$ cat config.mk
export PLATFORM = sky130hd
export DESIGN_NAME = instr_fetch_ctrl
export DESIGN_NICKNAME = d
export VERILOG_FILES = /design/src/rtl/instr_fetch_ctrl_pkg.sv /design/src/rtl/fetch_fifo.sv /design/src/rtl/instr_fetch_ctrl.sv
export SDC_FILE = /design/constraint.sdc
export NUM_CORES = 1
export LEC_CHECK = 0
export ABC_AREA = 1
export BUFFER_PORTS_ARGS = -buffer_cell sky130_fd_sc_hd__buf_2
export CAP_MARGIN = 40
export CELL_PAD_IN_SITES_DETAIL_PLACEMENT = 0
export CELL_PAD_IN_SITES_GLOBAL_PLACEMENT = 1
export CORE_MARGIN = 2
export CORE_UTILIZATION = 30
export DETAILED_ROUTE_END_ITERATION = 6
export GPL_ROUTABILITY_DRIVEN = 0
export PLACE_DENSITY_LB_ADDON = 0.1
export REMOVE_ABC_BUFFERS = 1
export SETUP_SLACK_MARGIN = 0.3
export SLEW_MARGIN = 20
export SYNTH_ARGS = -nofsm -noshare
export SYNTH_HDL_FRONTEND = slang
export SYNTH_SLANG_ARGS = --single-unit
$ cat constraint.sdc
create_clock -name Clk -period 5 [get_ports Clk]
set_input_delay 0 -clock Clk [delete_from_list [all_inputs] [get_ports Clk]]
set_output_delay 0 -clock Clk [all_outputs]
set_load 0.005 [all_outputs]
$ cat src/rtl/instr_fetch_ctrl_pkg.sv
// Shared definitions for the instruction fetch controller: state encoding,
// fetch buffer entry layout and the fetch-target legality rule.
package instr_fetch_ctrl_pkg;

    localparam logic [31:0] NOP                = 32'h0000_0000;
    localparam logic [31:0] DEFAULT_RESET_PC   = 32'h0000_0000;
    localparam int unsigned DEFAULT_IMEM_WORDS = 512;

    typedef enum logic [1:0] {
        ST_RUN    = 2'd0,
        ST_HALTED = 2'd1,
        ST_FAULT  = 2'd2
    } fetch_state_e;

    typedef struct packed {
        logic [31:0] pc;
        logic [31:0] instr;
    } fetch_entry_t;

    // A target is fetchable when word aligned and inside the instruction memory.
    function automatic logic is_legal_target(input logic [31:0] pc, input int unsigned words);
        return (pc[1:0] == 2'b00) && ({2'b00, pc[31:2]} < words);
    endfunction

endpackage

$ cat src/rtl/fetch_fifo.sv
// Synchronous FIFO of {PC, instruction} entries; flush overrides push and pop.
module fetch_fifo
    import instr_fetch_ctrl_pkg::*;
#(
    parameter int unsigned DEPTH = 2
) (
    input  logic         clk,
    input  logic         reset,
    input  logic         push,
    input  logic         pop,
    input  logic         flush,
    input  fetch_entry_t wr_entry,
    output fetch_entry_t head,
    output logic         full,
    output logic         empty
);

    localparam int unsigned PTR_W = (DEPTH > 1) ? $clog2(DEPTH) : 1;

    fetch_entry_t      mem [DEPTH];
    logic [PTR_W-1:0]  wr_ptr;
    logic [PTR_W-1:0]  rd_ptr;
    logic [PTR_W:0]    count;
    logic              do_push;
    logic              do_pop;

    assign full  = (count == (PTR_W + 1)'(DEPTH));
    assign empty = (count == '0);
    assign head  = mem[rd_ptr];

    always_comb begin
        do_pop  = pop && !empty;
        do_push = push && (!full || do_pop);
    end

    // NOTE: sequential state uses non-blocking assignments so every register
    // samples the pre-edge values regardless of statement order.
    always_ff @(posedge clk) begin
        if (reset || flush) begin
            wr_ptr <= '0;
            rd_ptr <= '0;
            count  <= '0;
        end else begin
            if (do_push) wr_ptr <= wr_ptr + PTR_W'(1);
            if (do_pop)  rd_ptr <= rd_ptr + PTR_W'(1);
            case ({do_push, do_pop})
                2'b10:   count <= count + (PTR_W + 1)'(1);
                2'b01:   count <= count - (PTR_W + 1)'(1);
                default: count <= count;
            endcase
        end
    end

    // NOTE: storage is deliberately not reset; count gates every read, so
    // stale contents are never observed and the array maps to plain RAM.
    always_ff @(posedge clk) begin
        if (do_push) mem[wr_ptr] <= wr_entry;
    end

endmodule

$ cat src/rtl/instr_fetch_ctrl.sv
// Fetch sequencer: owns the fetch PC, fills the fetch buffer from instruction
// memory and handles redirect, halt and illegal-target trapping.
module instr_fetch_ctrl
    import instr_fetch_ctrl_pkg::*;
#(
    parameter logic [31:0] RESET_PC   = DEFAULT_RESET_PC,
    parameter int unsigned IMEM_WORDS = DEFAULT_IMEM_WORDS,
    parameter int unsigned FIFO_DEPTH = 2
) (
    input  logic        Clk,
    input  logic        Reset,
    output logic [31:0] ImemAddress,
    input  logic [31:0] ImemInstruction,
    input  logic        Redirect,
    input  logic [31:0] RedirectPC,
    input  logic        Halt,
    output logic        OutValid,
    input  logic        OutReady,
    output logic [31:0] OutInstruction,
    output logic [31:0] OutPC,
    output logic [31:0] OutPCPlus4,
    output logic        Fault,
    output logic [31:0] FaultPC
);

    fetch_state_e state;
    logic [31:0]  fetch_pc;
    logic [31:0]  next_pc;
    logic         fault_q;
    logic [31:0]  fault_pc_q;
    logic         fifo_full;
    logic         fifo_empty;
    logic         push;
    logic         pop;
    logic         flush;
    fetch_entry_t wr_entry;
    fetch_entry_t head;

    always_comb begin
        next_pc  = fetch_pc + 32'd4;
        pop      = !fifo_empty && OutReady;
        flush    = Redirect && (state != ST_FAULT);
        push     = (state == ST_RUN) && !Redirect && (!fifo_full || pop);
        wr_entry = '{pc: fetch_pc, instr: ImemInstruction};
    end

    fetch_fifo #(.DEPTH(FIFO_DEPTH)) u_fifo (
        .clk      (Clk),
        .reset    (Reset),
        .push     (push),
        .pop      (pop),
        .flush    (flush),
        .wr_entry (wr_entry),
        .head     (head),
        .full     (fifo_full),
        .empty    (fifo_empty)
    );

    always_ff @(posedge Clk) begin
        if (Reset) begin
            state      <= ST_RUN;
            fetch_pc   <= RESET_PC;
            fault_q    <= 1'b0;
            fault_pc_q <= 32'h0;
        end else begin
            unique case (state)
                ST_RUN, ST_HALTED: begin
                    if (Redirect) begin
                        // Halt state is preserved across a legal redirect.
                        if (is_legal_target(RedirectPC, IMEM_WORDS)) begin
                            fetch_pc <= RedirectPC;
                        end else begin
                            state      <= ST_FAULT;
                            fault_q    <= 1'b1;
                            fault_pc_q <= RedirectPC;
                        end
                    end else begin
                        if (push) fetch_pc <= next_pc;
                        if (push && !is_legal_target(next_pc, IMEM_WORDS)) begin
                            state      <= ST_FAULT;
                            fault_q    <= 1'b1;
                            fault_pc_q <= next_pc;
                        end else begin
                            state <= Halt ? ST_HALTED : ST_RUN;
                        end
                    end
                end
                default: begin
                    // Trapped: only Reset leaves this state; the buffer drains.
                    state <= ST_FAULT;
                end
            endcase
        end
    end

    assign ImemAddress    = fetch_pc;
    assign OutValid       = !fifo_empty;
    assign OutInstruction = fifo_empty ? NOP : head.instr;
    assign OutPC          = fifo_empty ? 32'h0 : head.pc;
    assign OutPCPlus4     = OutPC + 32'd4;
    assign Fault          = fault_q;
    assign FaultPC        = fault_pc_q;

endmodule

==> results.json, run 1 <==
{
  "worst-r2r-cell-count": 16,
  "htree_num_levels": 4,
  "core-area_um2": 32500,
  "min_path_cells": 5,
  "finalCritPeriodShare_pct": 77.9,
  "grt_max_degree": 56,
  "clock-sinks": 200,
  "port_buffers": 230,
  "cts_buffer_depth": 2,
  "dieWidth_um": 186,
  "root_buffer": "clkbuf_16",
  "ys_types": 39,
  "cp_data_arrival_time_ns": 3.90,
  "worstPathMaxFanout": 35,
  "ys.flop_type": "edfxtp_1",
  "hpwl_mm": 22.5,
  "cpPeakStageDelay_ns": 0.59,
  "start_util_pct": 30.4,
  "final_hold_viol_count": 0,
  "netlist_area_um2": 9900,
  "vdd_drop_max_uv": 217,
  "ys_seq_area_share_pct": 53.4,
  "grt_pass1_wl_mm": 47.4,
  "dr_total_vias": 8666,
  "antenna_found_initial": 0,
  "ys_ff_latch": 200,
  "fin_skew_ns": 0.0158,
  "holdCritPathClass": "input pin to flip-flop",
  "fin_nets": 1531,
  "clk_latency_ns": 0.45,
  "grtUsageTotal_pct": 18.0,
  "syn_avg_cell_area_um2": 8.36,
  "io_pins": 231,
  "vias_per_cell": 4.53,
  "holdWs_ns": 0.0333,
  "tightest_slew_ns": 0.771,
  "final_area_um2": 12800,
  "drt_iter0_markers": 357,
  "worstPathRequired_ns": 5.00,
  "dp.cells": 1817,
  "wl_per_cell_um": 16.4,
  "fmax_mhz": 257,
  "path_class": "flip-flop to output port",
  "area_growth_pct": 29.4,
  "post_cts_resized": 0,
  "cts_tree": "yes",
  "grt_pass1_vias": 8363,
  "die_h_um": 186,
  "start_kind": "flip-flop",
  "dieArea_um2": 34500,
  "final_layout_size_suffix_gt1_share_pct": 22.4,
  "leakagePower_nw": 5.63,
  "instances_no_fill": 1914,
  "crit_slowest_cell": "inv_2",
  "relSlewSlack_pct": 48.5,
  "drcViolationCount": 0,
  "wl_mm": 31.4,
  "clkSlewWorstSetupHoldPaths_ns": 0.08,
  "async_flop_share_pct": 0,
  "cap_violations": 0,
  "r2r_slack_ns": 1.82,
  "place_area_um2": 11500,
  "cts_buffers": 17,
  "ant_nets": 0,
  "synth_edf_count": 128,
  "min-delay-start": "OutReady",
  "synthCells": 1184,
  "drv_slew": 0,
  "p_total_mw": 4.14,
  "finalCriticalPeriod_ns": 3.90,
  "first_pass_iters": 5,
  "status": "finished, final reports clean",
  "grt_setup_unrepaired": "false",
  "r2r_end": "FaultPC[21]",
  "rows": 66,
  "whs_endpoint": "u_fifo.rd_ptr",
  "finalSetupTns_ns": 0,
  "worstReg2RegStart": "ImemAddress[9]",
  "fillers": 3456,
  "synth_warnings": 0,
  "crit_path_end_kind": "output port",
  "diodes": 0,
  "power-per-cell-area_nw_per_um2": 324,
  "setup_viol": 0,
  "cp_cell_sequence": "inv_2 > nor2_1 > nor3_2 > ha_1 > inv_1 > nor2_1 > nand4_1 > inv_1 > nand3_1 > inv_1 > nand3_2 > nand3b_4 > nor2_1 > nand2_1 > xnor2_1 > buf_2",
  "grt_overflow_total": 0
}
[kinds of logic after synthesis]
logic type               after synthesis  synth area share [%]
AND/OR/NAND/NOR                      594                  26.9
flip-flops                           200                  53.4
buffers and inverters                197                  8.00
AO/OA/AOI/OAI                        151                  7.81
XOR/XNOR                              34                  3.01
multiplexers                           5                 0.506
adder cells (fa/ha/maj)                3                 0.379
[through the flow]
step           util (%)  setup WS (ns)
2_1_floorplan         -          0.377
3_3_place_gp       35.2           1.46
3_5_place_dp       35.4           1.43
4_1_cts            39.4          0.930
5_1_grt            39.4          0.607
6_report           39.4           1.10
[where the power goes]
group | leakage (nW) | switching [mW] | total, mW | internal (mW)
clock network | 0.300 | 0.771 | 1.47 | 0.699
logic | 3.55 | 0.424 | 0.706 | 0.283
registers | 1.78 | 0.0949 | 1.97 | 1.87
[timing repair]
item / in CTS / in global routing
hold buffers: 65 / 0
endpoints found under the hold margin: 103 / 0
setup endpoints to repair: 0 / 0
setup buffers: 0 / 0
[layout by cell type (no fill, tap or decap), types with 2 or more instances in the layout]
cell type and n:
a21oi_2 3, clkbuf_16 17, xor2_1 26, inv_6 3, nor2_1 155, nand3_2 2, nand3b_1 7, buf_16 2
nor4_1 8, clkinv_8 3, nor3b_1 2, inv_2 14, o21ai_0 60, dfxtp_1 71, buf_4 12, a21oi_1 82
and2_1 3, xnor2_1 8, buf_2 230, nand4_1 46, dlygate4sd3_1 65, o21ai_1 3, nor3_1 11, or2_2 5
nor2_2 3, nand2_1 291, edfxtp_1 128, ha_1 3, inv_1 128, mux2i_1 5, nor2_4 7, nor3_2 13
nand3_1 36, inv_12 3, o211ai_1 2, inv_8 4
[worst max-delay path, delay by kind of cell, from the launching register on]
| family | cells | cell delay (ns) |
|---|---|---|
| buffers and inverters | 5 | 1.02 |
| XOR/XNOR | 1 | 0.19 |
| flip-flops | 1 | 0.55 |
| AND/OR/NAND/NOR | 9 | 1.44 |
| adder cells (fa/ha/maj) | 1 | 0.22 |
[cells in the mapped netlist, types with 4 or more instances]
cell / number / area share (%)
buf_6: 4 / 0.46
mux2i_1: 5 / 0.51
inv_1: 128 / 4.9
xnor2_1: 8 / 0.71
or2_2: 5 / 0.32
nor2_2: 4 / 0.25
clkbuf_1: 31 / 1.2
nand2_1: 291 / 11
nand3_1: 36 / 1.8
o21ai_0: 60 / 3.0
xor2_1: 26 / 2.3
nor4_1: 8 / 0.51
nor2_1: 157 / 6.0
dfxtp_1: 72 / 15
nor2_4: 4 / 0.46
nand4_1: 46 / 2.9
edfxtp_1: 128 / 39
buf_1: 7 / 0.27
nand3b_1: 7 / 0.53
nor3_1: 11 / 0.56
nor3_2: 13 / 1.3
inv_2: 13 / 0.49
buf_2: 9 / 0.46
a21oi_1: 82 / 4.1
[how the worst max path moves through the flow]
| stage | from | end | slack, ns |
|---|---|---|---|
| final | flip-flop | OutPCPlus4[28] | 1.10 |
| after global routing | flip-flop | OutPCPlus4[28] | 0.61 |
| after CTS | flip-flop | OutPCPlus4[28] | 0.93 |
| after detailed placement | flip-flop | OutPCPlus4[28] | 1.43 |
| after global placement | flip-flop | OutPCPlus4[28] | 1.46 |
| after floorplan | flip-flop | OutPCPlus4[28] | 0.38 |
[registers in the layout, indices dropped and copies added, names as in the netlist, named ones only]
register / flops
u_fifo.count: 2
u_fifo.wr_ptr: 1
u_fifo.rd_ptr: 1
u_fifo.mem: 128
Fault: 1
FaultPC: 32
state: 2
ImemAddress: 32
[area by class of cell]
cell class / count / area [um^2] / area share [%]
clock buffer: 17 / 425 / 3.32
clock inverter: 15 / 196 / 1.53
inverter: 143 / 537 / 4.19
multi-input combinational: 787 / 3840 / 30.0
sequential: 200 / 5290 / 41.3
tap: 442 / 553 / 4.32
timing repair buffer: 310 / 1970 / 15.4
[per-layer routing]
metal	global-route usage (%)	vias to the layer above	routed length, um
li1	-	4431	-
met4	3.75	0	320
met3	3.23	22	1540
met2	30.0	207	14600
met5	0	-	0
met1	24.5	4006	15000
Note: power is estimated with default switching activity, not from simulation.
==> inputs of run 2 (changes only) <==
--- a/config.mk
+++ b/config.mk
@@ -5,7 +5,7 @@
 export SDC_FILE = /design/constraint.sdc
 export NUM_CORES = 1
 export LEC_CHECK = 0
-export ABC_AREA = 1
+export ABC_AREA = 0
 export BUFFER_PORTS_ARGS = -buffer_cell sky130_fd_sc_hd__buf_2
 export CAP_MARGIN = 40
 export CELL_PAD_IN_SITES_DETAIL_PLACEMENT = 0
==> constraint.sdc (replaced) <==
create_clock -name Clk -period 3.3 [get_ports Clk]
set_input_delay 0 -clock Clk [delete_from_list [all_inputs] [get_ports Clk]]
set_output_delay 0 -clock Clk [all_outputs]
set_load 0.005 [all_outputs]
==> results.json, run 2 <==
{
  "worstReg2RegStart": "ImemAddress[13]",
  "port_buffers": 230,
  "muxShareOfSynthArea_pct": 11.7,
  "final_layout_size_suffix_gt1_share_pct": 34.2,
  "timing.final.ws_setup_ns": 0.375,
  "p_seq_share_pct": 43.7,
  "yosys.area_share.adder_pct": 0.400,
  "whs_endpoint": "FaultPC[14]",
  "gr-max-usage-layer": "met2",
  "synth_compound_area_share_pct": 5.31,
  "final_common_cell": "buf_2",
  "worstPathMaxFanout": 6,
  "grtUsageTotal_pct": 17.6,
  "dp.cells": 1508,
  "grt_pass1_wl_mm": 44.6,
  "netlist.area_leader.share_pct": 41.0,
  "hpwl_mm": 20.7,
  "start_kind": "flip-flop",
  "dr_total_vias": 7634,
  "place_area_um2": 11300,
  "instances_no_fill": 1614,
  "ys_ff_latch": 200,
  "finalCriticalPeriod_ns": 2.92,
  "drt_iter0_markers": 323,
  "first_pass_iters": 5,
  "vdd_drop_max_uv": 298,
  "grtUsageMet3_pct": 3.45,
  "r2r_slack_ns": 0.38,
  "gr-usage-met1_pct": 23.9,
  "synth_warnings": 0,
  "relSlewSlack_pct": 34.4,
  "fillers": 3051,
  "synth_edf_count": 128,
  "fin_nets": 1278,
  "leakagePower_nw": 5.29,
  "holdCritPathClass": "input pin to flip-flop",
  "synth_area_leaders": "edfxtp_1 (41%), dfxtp_1 (15%), mux2i_1 (11%)",
  "drv_slew": 0,
  "holdWs_ns": 0.0140,
  "wl_mm": 29.3,
  "crit_path_end_kind": "flip-flop",
  "power.switching_mw": 2.04,
  "synth_top_area_cell": "edfxtp_1",
  "vias_per_cell": 4.73,
  "start_util_pct": 30.6,
  "cts_tree": "yes",
  "cp_data_arrival_time_ns": 3.26,
  "grt_max_degree": 51,
  "final_util_pct": 42.2,
  "worstPathRequired_ns": 3.63,
  "core-area_um2": 30700,
  "dieArea_um2": 32700,
  "final_hold_viol_count": 0,
  "io_pins": 231,
  "regMostFlops": "u_fifo.mem",
  "setup_viol": 0,
  "drcViolationCount": 0,
  "dieWidth_um": 181,
  "final_cell_mix": "buf_2 (230), edfxtp_1 (128), nand2_1 (120)",
  "htree_num_levels": 4,
  "cts_buffer_depth": 2,
  "wl_per_cell_um": 18.2,
  "netlist_area_um2": 9380,
  "clk_latency_ns": 0.44,
  "ys_seq_area_share_pct": 56.3,
  "tightest_slew_ns": 0.974,
  "fmax_mhz": 342,
  "syn_avg_cell_area_um2": 10.7,
  "min_path_cells": 4,
  "diodes": 0,
  "die_h_um": 181,
  "min-delay-start": "RedirectPC[14]",
  "grt_use_met2_pct": 28.7,
  "ys_types": 53,
  "ys_top_cells_by_count": "edfxtp_1 (128), nand2_1 (124), nor2_1 (117)",
  "power-per-cell-area_nw_per_um2": 524,
  "synth_top_family_by_area": "simple AND/OR/NAND/NOR gates",
  "p_sw_share_pct": 30.0,
  "antenna_found_initial": 0,
  "ant_nets": 0,
  "p_total_mw": 6.79,
  "fin_skew_ns": 0.0119,
  "rows": 64,
  "finalSetupTns_ns": 0,
  "path_class": "flip-flop to flip-flop",
  "async_flop_share_pct": 0,
  "yosysMostFrequentCell": "edfxtp_1",
  "ys.flop_type": "edfxtp_1",
  "critPathLaunch": "ImemAddress[13]",
  "finalCritPeriodShare_pct": 88.6,
  "worst-r2r-cell-count": 9,
  "largest_reg_flops": 128,
  "synth-xor-area-share_pct": 5.97,
  "cap_violations": 0,
  "area_growth_pct": 38.1,
  "clock-sinks": 200,
  "final_area_um2": 13000,
  "cts_buffers": 17,
  "root_buffer": "clkbuf_16",
  "dp_slack_ns": 0.0624,
  "grt_pass1_vias": 7608,
  "synthCells": 875,
  "pwr-share-comb_pct": 23.3,
  "clkSlewWorstSetupHoldPaths_ns": 0.08,
  "grt_overflow_total": 0,
  "status": "finished, final reports clean",
  "synth-simple-area-share_pct": 17.4,
  "r2r_end": "FaultPC[3]",
  "grt_setup_unrepaired": "false",
  "p_int_mw": 4.76,
  "clkPwrFrac_pct": 33.0
}
==> run 2: repair_timing <==
action	CTS	global route
hold buffers	47	0
cloned	2	0
resized for setup	26	52
pin swaps	7	15
buffers inserted	10	16
endpoints found under the hold margin	84	0
endpoints found under the setup margin	41	40
==> run 2: worst max path at each step <==
stage / end / slack (ns) / depth (start not counted)
after floorplan: OutPCPlus4[27] / -1.15 / 7
after global placement: FaultPC[15] / 0.15 / 9
after detailed placement: FaultPC[9] / 0.06 / 10
after CTS: FaultPC[11] / 0.30 / 10
after global routing: FaultPC[17] / 0.25 / 9
final: FaultPC[3] / 0.38 / 9
==> run 2: layout make-up <==
class / instances / area [um^2] / share of cell area [%]
clock buffer: 17 / 425 / 3.28
clock inverter: 14 / 204 / 1.57
inverter: 11 / 41.3 / 0.319
multi-input combinational: 614 / 4080 / 31.5
sequential: 200 / 5310 / 41.0
tap: 396 / 495 / 3.82
timing repair buffer: 362 / 2400 / 18.5
==> run 2: power groups by stage <==
stage	logic (mW)	clock network (mW)	registers (mW)
6_report	1.58	2.24	2.97
5_1_grt	1.74	2.40	2.99
4_1_cts	1.56	2.31	2.97
3_5_place_dp	1.40	0	3.03
3_3_place_gp	1.40	0	3.02
2_1_floorplan	0.689	0	3.07
==> run 2: critical path: stages (launching register included) <==
cell and delay (ns):
dfxtp_2 0.35, nand4_4 0.15, or4_4 0.60, nor2_1 0.17, a31oi_1 0.18, or4_4 0.49
o31ai_4 0.26, buf_6 0.16, buf_12 0.12, mux2_2 0.32
==> run 2: kinds of logic (layout without fill, tap and decap cells) <==
| group | count (synthesis) | after routing |
|---|---|---|
| compound gates | 80 | 80 |
| flops | 200 | 200 |
| buf+inv | 61 | 404 |
| xor+xnor | 64 | 64 |
| simple gates | 358 | 358 |
| fa+ha+maj | 3 | 3 |
| mux | 109 | 109 |
==> run 2: per-layer routing <==
layer	wire, um	vias to the layer above
met5	0	-
met4	425	0
met3	1450	20
met2	13500	207
met1	13900	3640
li1	-	3767
